`config.mk`:
```
export PLATFORM = sky130hd
export DESIGN_NAME = fifo_rd_ctrl_flat
export DESIGN_NICKNAME = d
export VERILOG_FILES = /design/src/rtl/fifo_rd_ctrl_if.sv /design/src/rtl/fifo_rd_ctrl.sv /design/src/flat_wrapper.sv
export SDC_FILE = /design/constraint.sdc
export NUM_CORES = 1
export LEC_CHECK = 0
export CORE_AREA = 2 2 112 114
export CTS_BUF_LIST = sky130_fd_sc_hd__clkbuf_2
export DETAILED_ROUTE_END_ITERATION = 10
export DIE_AREA = 0 0 114 116
export GPL_ROUTABILITY_DRIVEN = 0
export GPL_TIMING_DRIVEN = 0
export PLACE_DENSITY = 0.83
export SETUP_SLACK_MARGIN = 0.15
export SLEW_MARGIN = 25
export SYNTH_ARGS = -nofsm -noshare
export SYNTH_HDL_FRONTEND = slang
export SYNTH_SLANG_ARGS = --single-unit
export TNS_END_PERCENT = 5
```
`constraint.sdc`:
```
create_clock -name rd_clk -period 7.6 [get_ports rd_clk]
set_input_delay 2.28 -clock rd_clk [delete_from_list [all_inputs] [get_ports rd_clk]]
set_output_delay 2.28 -clock rd_clk [all_outputs]
set_load 0.02 [all_outputs]
```
`src/rtl/fifo_rd_ctrl_if.sv`:
```
// fifo_rd_ctrl_if: first-word-fall-through valid/ready read port of the width-converting FIFO.
interface fifo_rd_ctrl_if #(parameter int RD_WIDTH = 64);
  logic [RD_WIDTH-1:0] dout;
  logic                dout_valid;
  logic                dout_ready;
  modport master (output dout, output dout_valid, input dout_ready);
  modport slave (input dout, input dout_valid, output dout_ready);
endinterface

```
`src/rtl/fifo_rd_ctrl.sv`:
```
// fifo_rd_ctrl: read-side controller; issues RAM reads, absorbs one-cycle RAM latency into a 2-entry FWFT buffer.
module fifo_rd_ctrl #(
  parameter int RAM_ADDR_WIDTH = 6,
  parameter int RD_WIDTH = 64,
  parameter int RD_IND = 8
) (
  input  logic                      rd_clk,
  input  logic                      rd_rst_n,
  input  logic [RAM_ADDR_WIDTH:0]   wr_ptr_bin,
  output logic [RAM_ADDR_WIDTH-1:0] rd_addr,
  input  logic [RD_WIDTH-1:0]       ram_rd_data,
  output logic [RAM_ADDR_WIDTH:0]   rd_ptr_gray,
  output logic                      empty,
  output logic [RAM_ADDR_WIDTH:0]   avail_cnt,
  fifo_rd_ctrl_if.master            rd
);
  localparam int PW = RAM_ADDR_WIDTH + 1;
  localparam logic [PW-1:0] IND = PW'(RD_IND);
  logic [PW-1:0] rd_ptr, next_rd_ptr;
  logic [1:0] occ, next_occ;
  logic infl, pop, avail, issue, next_avail, slot;
  logic [RD_WIDTH-1:0] buf0, buf1;
  assign rd_addr = rd_ptr[RAM_ADDR_WIDTH-1:0];
  assign rd.dout = buf0;
  assign rd.dout_valid = occ != 2'd0;
  // next_occ counts the in-flight word as already landed, so issuing only while it is below 2 can never overflow
  always_comb begin
    avail_cnt = wr_ptr_bin - rd_ptr;
    avail = avail_cnt >= IND;
    pop = rd.dout_valid & rd.dout_ready;
    next_occ = occ + {1'b0, infl} - {1'b0, pop};
    issue = avail & (next_occ < 2'd2);
    next_rd_ptr = issue ? rd_ptr + IND : rd_ptr;
    next_avail = (wr_ptr_bin - next_rd_ptr) >= IND;
    slot = (occ - {1'b0, pop}) != 2'd0;
  end
  always_ff @(posedge rd_clk or negedge rd_rst_n) begin
    if (!rd_rst_n) begin
      rd_ptr <= '0;
      rd_ptr_gray <= '0;
      occ <= '0;
      infl <= 1'b0;
      empty <= 1'b1;
      buf0 <= '0;
      buf1 <= '0;
    end else begin
      rd_ptr <= next_rd_ptr;
      rd_ptr_gray <= next_rd_ptr ^ (next_rd_ptr >> 1);
      occ <= next_occ;
      infl <= issue;
      empty <= (next_occ == 2'd0) & ~issue & ~next_avail;
      if (pop) buf0 <= buf1;
      if (infl && !slot) buf0 <= ram_rd_data;
      if (infl && slot) buf1 <= ram_rd_data;
    end
  end
  assert property (@(posedge rd_clk) disable iff (!rd_rst_n) !(infl && occ == 2'd2 && !pop));
endmodule
```
`src/flat_wrapper.sv`:
```
// flat-port wrapper written by rule: the top's interface ports become plain ports
module fifo_rd_ctrl_flat 
#(
  parameter int RAM_ADDR_WIDTH = 6,
  parameter int RD_WIDTH = 64,
  parameter int RD_IND = 8
)
  (rd_clk, rd_rst_n, wr_ptr_bin, rd_addr, ram_rd_data, rd_ptr_gray, empty, avail_cnt, rd_dout, rd_dout_valid, rd_dout_ready);
  fifo_rd_ctrl_if #(.RD_WIDTH(RD_WIDTH)) rd_i ();
  input  logic rd_clk;
  input  logic rd_rst_n;
  input  logic [RAM_ADDR_WIDTH:0] wr_ptr_bin;
  output logic [RAM_ADDR_WIDTH-1:0] rd_addr;
  input  logic [RD_WIDTH-1:0] ram_rd_data;
  output logic [RAM_ADDR_WIDTH:0] rd_ptr_gray;
  output logic empty;
  output logic [RAM_ADDR_WIDTH:0] avail_cnt;
  output wire logic [$bits(rd_i.dout)-1:0] rd_dout;
  output wire logic [$bits(rd_i.dout_valid)-1:0] rd_dout_valid;
  input wire logic [$bits(rd_i.dout_ready)-1:0] rd_dout_ready;
  assign rd_dout = rd_i.dout;
  assign rd_dout_valid = rd_i.dout_valid;
  assign rd_i.dout_ready = rd_dout_ready;
  fifo_rd_ctrl #(.RAM_ADDR_WIDTH(RAM_ADDR_WIDTH), .RD_WIDTH(RD_WIDTH), .RD_IND(RD_IND)) u_core (.rd_clk(rd_clk), .rd_rst_n(rd_rst_n), .wr_ptr_bin(wr_ptr_bin), .rd_addr(rd_addr), .ram_rd_data(ram_rd_data), .rd_ptr_gray(rd_ptr_gray), .empty(empty), .avail_cnt(avail_cnt), .rd(rd_i));
endmodule
```
==> results.toml <==
[run_status]
status = "completed"

[cts]
clk_pin_slew_ns = 0.17
worstSkewPairLatency_ns = 0.67
ctsResizeCount = 0
clk_path_buf_depth = 2
cts_buffers = 17
cts_root_buf = "clkbuf_2"
cts_tree = "yes"
cts_num_sinks = 139
htree_levels = 4
cts_setup_buffers = 0
cts_hold_buf = 0

[place]
hpwl_mm = 9.86
preCtsSetupSlack_ns = 0.861
io_buffers = 151
dp.cells = 807

[final_layout]
fin_cells = 839
n_antenna_cell = 0
area_growth_pct = 31.7
n_fill_cell = 935
nets = 763
drive_above_1_share = 0.168

[grt]
gr-usage-all-layers = 0.217
grt_max_degree = 72
grt_overflow_total = 0
grt_pass1_vias = 4587
antenna_found_initial = 0
grt_pass1_wl_mm = 22.3

[critical_path]
worst-path-max-fanout = 8
critPathLaunchType = "input pin"
worstPathRequired_ns = 5.32
arrival_ns = 4.33
worstSetupPathType = "in -> out"
r2r_setup_slack_ns = 2.86
end_kind = "output port"

[sta]
grt_setup_unrepaired = "no"
timing.final.ws_setup_ns = 0.994
hold_viol_final = 0
timing.final.crit_share = 0.869
maxSlewHeadroom = 0.494
setup_viol = 0
tightest_slew_ns = 0.759
clock.fmax_mhz = 151
holdWs_ns = 0.528
skew_ns = 0.0202
fin_setup_tns_ns = 0
fin_crit_ns = 6.61
slew_viol_final = 0

[detailed_routing]
wire_per_inst_um = 16.3
drt_iter0_markers = 188
drt-total-wl_mm = 13.7
ant_nets = 0
drc = 0
drt_pre_antenna_iters = 4
vias_per_cell = 5.24
vias = 4393

[synthesis]
ys_async_sr_fraction = 1.00
synth_cell_types = 40
synth-seq-cells = 139
ys_warn_count = 0
yosysMostFrequentCell = "dfrtp_1"
ys.flop_type = "dfrtp_1"
yosysTopAreaCell = "dfrtp_1"
synth_area_leaders = "dfrtp_1, mux2_2, mux2i_1, a21oi_1, nor2_1"
syn_area_per_cell_um2 = 12.2
ys_seq_area_frac = 0.566
ys_top_cells_by_count = "dfrtp_1, a21oi_1, nor2_1"
syn_area_um2 = 6150
syn_inst = 504
synth_top_area_share = 0.562
synth-edff-count = 0

[power]
vdd_ir_drop_max_v = 0.000366
leakagePower_nw = 3.67
p_per_area_nw_per_um2 = 494

[die]
die_x_um = 114
die_h_um = 116
core_area_um2 = 11900
io_pins = 160
start_util = 0.516
dieArea_um2 = 13200
num_rows = 40

[job]
cap_violations = 0

[worst_hold_path]
hold_path_class = "reg -> reg"
==> cell type report <==
cell class              count  area [µm²]  area share
clock inverters            12         105      0.0130
repair buffers            152        1540       0.191
inverters                  11        41.3     0.00510
flip-flops and latches    139        3480       0.430
multi-input cells         322        2460       0.305
plain buffers              36         175      0.0216
clock buffers              20         100      0.0124
well taps                 147         184      0.0227
==> routing by layer <==
metal  wire length (µm)  global-route usage
met5                  0                   0
met4                275              0.0894
met3                807              0.0722
met2               6930               0.365
met1               5670               0.260
==> cells by family after synthesis <==
family	share of synthesized area
adder cells (fa/ha/maj)	0.0216
buffers and inverters	0.0352
flip-flops	0.566
AND/OR/NAND/NOR	0.0672
AO/OA/AOI/OAI	0.0668
multiplexers	0.221
XOR/XNOR	0.0210
other	0.000610
==> worst max-delay path, stage by stage <==
cell             delay [ns]
clkdlybuf4s50_1        0.58
ha_1                   0.29
a21oi_1                0.28
a21oi_2                0.13
nor2_1                 0.14
clkdlybuf4s50_1        0.62
==> cell usage in the layout (no fill, tap or decap), types with 2 or more instances in the layout <==
master	instances
buf_4	9
inv_1	11
buf_2	5
mux2_2	64
ha_1	9
dfrtp_1	138
clkinv_1	6
nand2b_1	2
buf_1	5
nor3_1	3
a21oi_1	66
clkbuf_2	20
xor2_1	3
nand3_1	4
mux2i_1	64
clkinv_2	3
nor2_1	66
conb_1	5
nand2_1	6
bufinv_16	2
clkdlybuf4s50_1	150
o211a_1	2
clkbuf_1	17
or4_1	2
xnor2_1	7
==> flip-flops by register name (all words and copies together) (netlist names), named ones only <==
name                flops
u_core.buf1            64
u_core.rd.dout         64
u_core.rd_ptr_gray      4
u_core.occ              2
u_core.rd_ptr           2
u_core.empty            1
u_core.infl             1
==> path summary, 6_finish.rpt <==
| check | start | endpoint | cells past startpoint |
|---|---|---|---|
| setup reg to reg | u_core.occ[1] | u_core.empty | 17 |
| hold reg to reg | u_core.buf1[30] | u_core.buf1[30] | 1 |
| setup / recovery | wr_ptr_bin[4] | avail_cnt[6] | 6 |
| hold / removal | u_core.buf1[30] | u_core.buf1[30] | 1 |
| max in group asynchronous | rd_rst_n | u_core.buf1[23] | 2 |
| min in group asynchronous | rd_rst_n | u_core.rd.dout[7] | 1 |
==> metrics by stage <==
stage	total power, mW	util	cell area, µm²
floorplan	2.82	-	6160
finish	4.00	0.680	8090
global placement	3.54	0.660	7860
global route	4.28	0.680	8090
CTS	4.03	0.680	8090
detailed placement	3.64	0.662	7890
==> power by group <==
part / switching [mW] / total, mW / leakage (nW) / internal [mW]
clock network: 0.245 / 0.391 / 0.133 / 0.146
registers: 0.212 / 1.35 / 1.61 / 1.14
logic: 1.14 / 2.25 / 1.93 / 1.11
total: 1.60 / 4.00 / 3.67 / 2.40
Power figures use the tool's default switching activity.
